===== src/rtl/ws_rx_decoder.sv =====
// WS2812-style single-wire receiver: classifies high-pulse widths into bits,
// assembles MSB-first 24-bit GRB words and flags the inter-frame latch gap.
module ws_rx_decoder #(
  parameter int T1_MIN       = 8,
  parameter int HIGH_MAX     = 16,
  parameter int RESET_CYCLES = 600,
  parameter int CNT_W        = 10
) (
  input  logic        clk,
  input  logic        rst_n,
  input  logic        ws_in,
  output logic [23:0] data,
  output logic        data_valid,
  output logic        frame_end,
  output logic [15:0] frame_pixels,
  output logic        err
);

  typedef enum logic [1:0] {SYNC, IDLE, HIGH, LOW} state_t;

  localparam logic [CNT_W-1:0] T1_MIN_C   = CNT_W'(T1_MIN);
  localparam logic [CNT_W-1:0] HIGH_MAX_C = CNT_W'(HIGH_MAX);
  localparam logic [CNT_W-1:0] RESET_C    = CNT_W'(RESET_CYCLES);
  localparam logic [CNT_W-1:0] ONE_C      = CNT_W'(1);

  function automatic logic [CNT_W-1:0] sat_inc(input logic [CNT_W-1:0] v);
    return (&v) ? v : v + ONE_C;
  endfunction

  function automatic logic [15:0] sat_inc16(input logic [15:0] v);
    return (&v) ? v : v + 16'd1;
  endfunction

  logic             s1_q, s2_q, s3_q;
  logic             rise;
  state_t           state_q, state_d;
  logic [CNT_W-1:0] high_cnt_q, high_cnt_d;
  logic [CNT_W-1:0] low_cnt_q, low_cnt_d;
  logic [4:0]       bit_cnt_q, bit_cnt_d;
  logic [23:0]      shift_q, shift_d;
  logic [15:0]      word_cnt_q, word_cnt_d;
  logic [23:0]      data_q, data_d;
  logic             data_valid_q, data_valid_d;
  logic             frame_end_q, frame_end_d;
  logic [15:0]      frame_pixels_q, frame_pixels_d;
  logic             err_q, err_d;
  logic             bit_v;

  assign rise = s2_q & ~s3_q;

  always_comb begin
    state_d        = state_q;
    high_cnt_d     = high_cnt_q;
    low_cnt_d      = low_cnt_q;
    bit_cnt_d      = bit_cnt_q;
    shift_d        = shift_q;
    word_cnt_d     = word_cnt_q;
    data_d         = data_q;
    data_valid_d   = 1'b0;
    frame_end_d    = 1'b0;
    frame_pixels_d = frame_pixels_q;
    err_d          = 1'b0;
    bit_v          = 1'b0;
    case (state_q)
      // Wait for a full latch gap so the first decoded bit is word-aligned.
      SYNC: begin
        if (!s2_q) begin
          low_cnt_d = sat_inc(low_cnt_q);
          if (low_cnt_d >= RESET_C) state_d = IDLE;
        end else begin
          low_cnt_d = '0;
        end
      end
      IDLE: begin
        if (rise) begin
          state_d    = HIGH;
          high_cnt_d = ONE_C;
        end
      end
      HIGH: begin
        if (s2_q) begin
          high_cnt_d = sat_inc(high_cnt_q);
        end else if (high_cnt_q > HIGH_MAX_C) begin
          err_d     = 1'b1;
          bit_cnt_d = '0;
          low_cnt_d = ONE_C;
          state_d   = SYNC;
        end else begin
          bit_v     = (high_cnt_q >= T1_MIN_C);
          shift_d   = {shift_q[22:0], bit_v};
          if (bit_cnt_q == 5'd23) begin
            data_d       = shift_d;
            data_valid_d = 1'b1;
            bit_cnt_d    = '0;
            word_cnt_d   = sat_inc16(word_cnt_q);
          end else begin
            bit_cnt_d = bit_cnt_q + 5'd1;
          end
          low_cnt_d = ONE_C;
          state_d   = LOW;
        end
      end
      LOW: begin
        if (rise) begin
          state_d    = HIGH;
          high_cnt_d = ONE_C;
        end else begin
          low_cnt_d = sat_inc(low_cnt_q);
          if (low_cnt_d >= RESET_C) begin
            frame_end_d    = 1'b1;
            frame_pixels_d = word_cnt_q;
            word_cnt_d     = '0;
            err_d          = (bit_cnt_q != 5'd0);
            bit_cnt_d      = '0;
            state_d        = IDLE;
          end
        end
      end
      default: state_d = SYNC;
    endcase
  end

  always_ff @(posedge clk or negedge rst_n) begin
    if (!rst_n) begin
      s1_q           <= 1'b0;
      s2_q           <= 1'b0;
      s3_q           <= 1'b0;
      state_q        <= SYNC;
      high_cnt_q     <= '0;
      low_cnt_q      <= '0;
      bit_cnt_q      <= '0;
      shift_q        <= '0;
      word_cnt_q     <= '0;
      data_q         <= '0;
      data_valid_q   <= 1'b0;
      frame_end_q    <= 1'b0;
      frame_pixels_q <= '0;
      err_q          <= 1'b0;
    end else begin
      s1_q           <= ws_in;
      s2_q           <= s1_q;
      s3_q           <= s2_q;
      state_q        <= state_d;
      high_cnt_q     <= high_cnt_d;
      low_cnt_q      <= low_cnt_d;
      bit_cnt_q      <= bit_cnt_d;
      shift_q        <= shift_d;
      word_cnt_q     <= word_cnt_d;
      data_q         <= data_d;
      data_valid_q   <= data_valid_d;
      frame_end_q    <= frame_end_d;
      frame_pixels_q <= frame_pixels_d;
      err_q          <= err_d;
    end
  end

  assign data         = data_q;
  assign data_valid   = data_valid_q;
  assign frame_end    = frame_end_q;
  assign frame_pixels = frame_pixels_q;
  assign err          = err_q;

endmodule

===== config.mk =====
export PLATFORM = sky130hd
export DESIGN_NAME = ws_rx_decoder
export DESIGN_NICKNAME = d
export VERILOG_FILES = /design/src/rtl/ws_rx_decoder.sv
export SDC_FILE = /design/constraint.sdc
export NUM_CORES = 1
export LEC_CHECK = 0
export CORE_ASPECT_RATIO = 0.8
export CORE_MARGIN = 2
export CORE_UTILIZATION = 45
export DETAILED_ROUTE_END_ITERATION = 7
export HOLD_SLACK_MARGIN = 0.02
export PLACE_DENSITY = 0.74
export SYNTH_ARGS = -nofsm -noshare
export SYNTH_HDL_FRONTEND = slang
export SYNTH_SLANG_ARGS = --single-unit

===== constraint.sdc =====
create_clock -name clk -period 5 [get_ports clk]
set_input_delay 1 -clock clk [delete_from_list [all_inputs] [get_ports clk]]
set_output_delay 1 -clock clk [all_outputs]
set_load 0.03 [all_outputs]

==> results.md, run 1 <==
* Finished Cell Area at 6073 sq um
* Yosys warnings at 0
* Core area at 11430 sq um
* Placed inst area at 5761 sq um
* Worst Setup SP: low_cnt_q[0]
* Ports at 46
* Critical-path maximum fanout at 33
* # setup viols final at 0
* Worst path required time at 5240 ps
* Vias in the first global route at 3413
* Detailed router's first-iteration violation count at 256
* GP Congestion at 0.9008
* RR Startpoint: low_cnt_q[0]
* Initial antenna violation count at 0
* Async SR Flop Fraction at 100.0%
* Maximum clock frequency at 0.3276 GHz
* Distinct cells, synth at 59
* Critical path capture point type: flip-flop
* CTS tree: done
* Fin Clk Skew at 9.828 ps
* Critical Path, Cell by Cell: ha_1 -> nand4_1 -> o22a_1 -> o31ai_1 -> o2bb2ai_1 -> a21oi_4 -> mux2_2
* FF-to-FF setup slack at 1950 ps
* Initial Util at 45.94%
* First-pass GRT wire length at 16990 microns
* DR vias at 3540
* Die Y at 100.6 microns
* H-tree levels at 3
* Global Route Usage Sum at 16.54%
* Layout cell share with drive strength beyond 1 at 19.34%
* CP Class: flip-flop to flip-flop
* Hpwl dp at 6501 microns
* Slowest stage delay, CP at 810 ps
* Final slew viol count at 0
* Slowest-stage cell, CP: a21oi_4
* Syn_nets at 455
* Die ar. at 12550 sq um
* GRT Residual Overflow at 0
* CTS Hold Bufs at 0
* Cell taking the most area after synthesis: dfrtp_1
* Rows at 35
* Hold Vio Cnt, Final at 0
* Final worst-path cycle share at 61.05%
* P per Cell Area at 276.8 nW/um^2
* Clock Sinks at 112
* Number of synthesized flops with an enable pin at 0
* Clk_lat worst skew at 350 ps
* DR pass1 iterations at 4
* Gates resized, CTS repair at 0
* Arr. time, crit path at 3290 ps
* Post-CTS Repair Setup Buffers at 0
* Filler cells at 962
* PortBufs at 45
* Flops & latches, synth at 112
* Post-route ant nets at 0
* HP Class: flip-flop to flip-flop
* Post-synth top area share at 53.37%
* Fin crit period at 3052 ps
* Final wirelength at 9816 microns
* Rel. slew slack at 22.02%
* Clk slew on worst S/H paths at 70 ps
* Worst Hold Depth at 0
* Static leakage at 0.002774 uW
* VDD IR max at 0.0001731 V
* Most frequent cells after synthesis: dfrtp_1 (112), mux2_2 (57), nor2_1 (32)
* Synthesis-to-layout area growth at 15.65%
* Residual DRC at 0
* Setup TNS at 0 ps
* Chip Width at 124.8 microns
* ANT cells at 0
* Max-cap violations at 0
* CP Launch Type: flip-flop
* Commonest register cell after synthesis: dfrtp_1
* Pin count of the biggest net entering global routing at 71
* DR WL/cell at 15.48 microns
* FF-to-FF path depth at 7
* Mean post-synth cell area at 11.77 sq um
* Drt via density at 5.584
* Max clock buf depth at 2
* Root buffer cell: clkbuf_16
* Top-count cell post-synth: dfrtp_1
* CTS Buf Count at 9
* Unrepaired setup endpoints after global routing: false
* Critical Path End: frame_pixels[13]
* Mapped Cells at 446
* Largest cells by area after synthesis: dfrtp_1 (53%), mux2_2 (12%), xor2_1 (3.3%), nor2_1 (2.3%), nand2_1 (1.9%)
* Status: finished clean
* Seq/Total Area, Yosys at 53.37%
* Mapped Area at 5251 sq um
* Worst-Margin Slew at 1170 ps
* Final Net Count at 490
* Reg-to-reg endpoint: frame_pixels[13]
[worst min path at each step]
stage | start | end
floorplan | s1_q | s2_q
global placement | s1_q | s2_q
detailed placement | s1_q | s2_q
CTS | s1_q | s2_q
global route | s1_q | s2_q
finish | s1_q | s2_q
[cell families after synthesis]
group	count (synthesis)	share of synthesized area, %
DFF	112	53.37
buffers and inverters	31	3.193
muxes	61	13.37
and+or+nand+nor	134	13.65
xor gates and xnor gates	23	3.836
AOI/OAI and AO/OA	79	11.15
adders and majority gates	6	1.430
[area by class of cell]
class | count | area [sq um] | share of cell area, %
Sequential cell | 112 | 2803 | 46.15
Multi-Input combinational cell | 303 | 2288 | 37.68
Timing Repair Buffer | 46 | 455.4 | 7.499
Clock buffer | 11 | 232.7 | 3.832
Tap cell | 148 | 185.2 | 3.049
Clock inverter | 5 | 75.07 | 1.236
Inverter | 9 | 33.78 | 0.5562
[metal layers]
layer | part of all wire (%) | track usage (%) | vias up
li1 | - | - | 1678
met1 | 49 | 23.51 | 1778
met2 | 45 | 25.14 | 72
met3 | 5.1 | 4.724 | 12
met4 | 0.93 | 4.322 | 0
met5 | 0 | 0 | -
[power by group]
part | leakage, uW | total [uW] | internal [uW] | switching, uW
logic | 0.00107 | 30.4 | 6.96 | 23.4
registers | 0.00156 | 914 | 908 | 5.55
clock network | 0.000149 | 737 | 401 | 336
[worst max-delay path, delay by kind of cell, from the launching register on]
family	cells	cell delay [ps]
AO/OA/AOI/OAI	4	1410
multiplexers	1	420
AND/OR/NAND/NOR	1	320
flip-flops	1	430
adder cells (fa/ha/maj)	1	350
[per-stage QoR]
| stage | util, % | cells | hold slack [ps] | total power, uW | setup WS, ps |
|---|---|---|---|---|---|
| 2_1_floorplan | - | 446 | 331.2 | 941.0 | 2600 |
| 3_3_place_gp | 50.40 | 618 | 332.6 | 962.8 | 1964 |
| 3_5_place_dp | 50.40 | 618 | 334.7 | 963.5 | 1884 |
| 4_1_cts | 53.09 | 634 | 352.0 | 1703 | 1855 |
| 5_1_grt | 53.14 | 634 | 362.3 | 1740 | 1685 |
| 6_report | 53.14 | 634 | 350.7 | 1681 | 1948 |
[layout by cell type, fill, tap and decap left out, types with 4 or more instances in the layout]
cell / synthesis / final
a211oi_1: 5 / 5
nor2_1: 32 / 31
and3_1: 4 / 4
mux2_4: 4 / 4
nand2b_1: 4 / 4
nand4_1: 8 / 8
clkbuf_16: 0 / 9
xor2_1: 20 / 20
nand2_1: 26 / 26
mux2_2: 57 / 57
inv_1: 9 / 9
ha_1: 6 / 6
a21oi_1: 19 / 19
nand3_1: 18 / 18
and2_1: 6 / 6
clkdlybuf4s50_1: 0 / 44
a31oi_1: 6 / 6
and4_1: 6 / 6
dfrtp_1: 112 / 112
a311oi_1: 5 / 5
o21ai_0: 17 / 17
nor3_1: 6 / 6
[sequential cells by signal, indices dropped and copies added (netlist names), 2 cells and up]
register,cells
word_cnt_q,16
low_cnt_q,10
bit_cnt_q,5
shift_q,23
high_cnt_q,10
frame_pixels,16
data,24
state_q,2
No activity file was read; power rests on OpenSTA's default activity.
==> inputs of run 2 (changes only) <==
==> constraint.sdc (replaced) <==
create_clock -name clk -period 2.9 [get_ports clk]
set_input_delay 0.58 -clock clk [delete_from_list [all_inputs] [get_ports clk]]
set_output_delay 0.58 -clock clk [all_outputs]
set_load 0.03 [all_outputs]
==> results.md, run 2 (synthesis results as in run 1) <==
* GP Congestion at 0.9343 (was 0.9008)
* First-pass GRT wire length at 17420 microns (was 16990 microns)
* GRT Residual Overflow at 0 (unchanged)
* Drt via density at 5.590 (was 5.584)
* Residual DRC at 0 (unchanged)
* Ports at 46 (unchanged)
* Pin count of the biggest net entering global routing at 67 (was 71)
* VDD IR max at 0.0003730 V (was 0.0001731 V)
* CP Class: flip-flop to flip-flop (unchanged)
* Chip Width at 124.8 microns (unchanged)
* Die Y at 100.6 microns (unchanged)
* Vias in the first global route at 3466 (was 3413)
* WP depth at 8 (was 7)
* Root buffer cell: clkbuf_16 (unchanged)
* HP Class: input pin to async pin (was flip-flop to flip-flop)
* Delay-heaviest family, CP: compound AO/OA/AOI/OAI gates (unchanged)
* ANT cells at 0 (unchanged)
* Rows at 35 (unchanged)
* FF-to-FF setup slack at 290 ps (was 1950 ps)
* Clock Sinks at 112 (unchanged)
* CP Launch Type: flip-flop (unchanged)
* Fin Clk Skew at 5.442 ps (was 9.828 ps)
* Slowest stage delay, CP at 520 ps (was 810 ps)
* Clk slew on worst S/H paths at 70 ps (about the same)
* Post-CTS Repair Setup Buffers at 0 (unchanged)
* Slowest-stage cell, CP: a2111oi_4 (was a21oi_4)
* Critical path capture point type: flip-flop (unchanged)
* DR top layer: met4 (unchanged)
* Worst-Margin Slew at 651.0 ps (was 1170 ps)
* Most frequent cells in the layout: dfrtp_1 (112), mux2_2 (57), clkdlybuf4s50_1 (44) (unchanged)
* Area of the multi-input gates at 2283 sq um (was 2288 sq um)
* DR WL/cell at 15.44 microns (was 15.48 microns)
* Synthesis-to-layout area growth at 16.94% (was 15.65%)
* RR Startpoint: high_cnt_q[0] (was low_cnt_q[0])
* H-tree levels at 3 (unchanged)
* Dpl cells at 626 (was 618)
* Commonest non-fill, non-tap cell in the layout: dfrtp_1 (unchanged)
* Hpwl dp at 6654 microns (was 6501 microns)
* Post-route ant nets at 0 (unchanged)
* Max FFs per register at 24 (unchanged)
* Detailed router's first-iteration violation count at 349 (was 256)
* Final wirelength at 9913 microns (was 9816 microns)
* Layout cell share with drive strength beyond 1 at 20.85% (was 19.34%)
* Post-Route M1 WL at 4731 microns (was 4763 microns)
* Rel. slew slack at 56.60% (was 22.02%)
* Core area at 11430 sq um (unchanged)
* Max-cap violations at 0 (unchanged)
* Maximum clock frequency at 0.3838 GHz (was 0.3276 GHz)
* CTS Buf Count at 9 (unchanged)
* Critical Path, Cell by Cell: inv_1 -> ha_1 -> or3b_2 -> a211o_4 -> a2111oi_4 -> nand4_1 -> xor2_1 -> nor2_2 (was ha_1 -> nand4_1 -> o22a_1 -> o31ai_1 -> o2bb2ai_1 -> a21oi_4 -> mux2_2)
* Max clock buf depth at 2 (unchanged)
* Final worst-path cycle share at 89.83% (was 61.05%)
* Status: finished clean (unchanged)
* DR pass1 iterations at 4 (unchanged)
* Initial antenna violation count at 0 (unchanged)
* Critical-path maximum fanout at 7 (was 33)
* Layout Utilization at 53.73% (was 53.14%)
* Routed met3 length at 637 microns (was 497 microns)
* Gates resized, CTS repair at 0 (unchanged)
* Final std cells w/o fill at 642 (was 634)
* Worst path required time at 3140 ps (was 5240 ps)
* Global Route Usage Sum at 16.89% (was 16.54%)
* Hold Vio Cnt, Final at 0 (unchanged)
* CTS tree: done (unchanged)
* Final Net Count at 498 (was 490)
* Final slew viol count at 0 (unchanged)
* Arr. time, crit path at 2840 ps (was 3290 ps)
* Die ar. at 12550 sq um (unchanged)
* # setup viols final at 0 (unchanged)
* Clk_lat worst skew at 350 ps (about the same)
* CTS Hold Bufs at 0 (unchanged)
* DR vias at 3589 (was 3540)
* Filler cells at 930 (was 962)
* Initial Util at 45.94% (unchanged)
* FF-to-FF path depth at 8 (was 7)
* PortBufs at 45 (unchanged)
* Unrepaired setup endpoints after global routing: false (unchanged)
* Reg-to-reg endpoint: word_cnt_q[15] (was frame_pixels[13])
* Fin crit period at 2605 ps (was 3052 ps)
* Met2 wire length at 4463 microns (unchanged)
* Buf/Inv on CP at 1 (was 0)
* P per Cell Area at 455.4 nW/um^2 (was 276.8 nW/um^2)
* Storage cell area at 2803 sq um (unchanged)
* Static leakage at 0.002809 uW (was 0.002774 uW)
* Setup TNS at 0 ps (unchanged)
-- run 2: changes by cell type in the layout (fill, tap and decap cells not counted), moves of 2 or more --
cell	previous run	this run
clkinvlp_4	0	2
buf_12	0	3
inv_6	2	0
buf_4	2	7
-- run 2: through the flow --
step | hold WS (ps) | setup WS, ps | power, uW | instance area (sq um)
after CTS | 256.6 | 290.2 | 2837 | 6141
after global placement | 335.5 | 410.5 | 1662 | 5858
after detailed placement | 346.3 | 311.2 | 1664 | 5858
final | 240.6 | 294.8 | 2797 | 6141
after floorplan | 284.4 | 500.1 | 1622 | 5251
after global routing | 287.3 | 130.8 | 2914 | 6141
-- run 2: how the worst max path moves through the flow --
stage                  startpoint              to
CTS                 high_cnt_q[0]  word_cnt_q[15]
floorplan           high_cnt_q[0]     shift_q[20]
global placement    high_cnt_q[0]  word_cnt_q[13]
finish              high_cnt_q[0]  word_cnt_q[15]
detailed placement  high_cnt_q[0]  word_cnt_q[15]
global route        high_cnt_q[0]  word_cnt_q[13]
-- run 2: power by group --
part	switching (uW)	internal, uW	total [uW]	leakage [uW]
logic	41.2	14.0	55.2	0.00112
registers	9.29	1570	1580	0.00156
clock network	553	613	1170	0.000134
-- run 2: routing by layer --
metal,vias up,track usage [%]
met4,0,4.408
met5,-,0
met1,1782,24.15
met3,12,5.202
met2,90,25.22
li1,1705,-
-- run 2: cell type report --
class	instances	area share (%)
Clock inverter	5	0.6520
Inverter	9	0.5501
Timing Repair Buffer	54	9.006
Multi-Input combinational cell	303	37.18
Clock buffer	11	3.953
Sequential cell	112	45.64
Tap cell	148	3.015
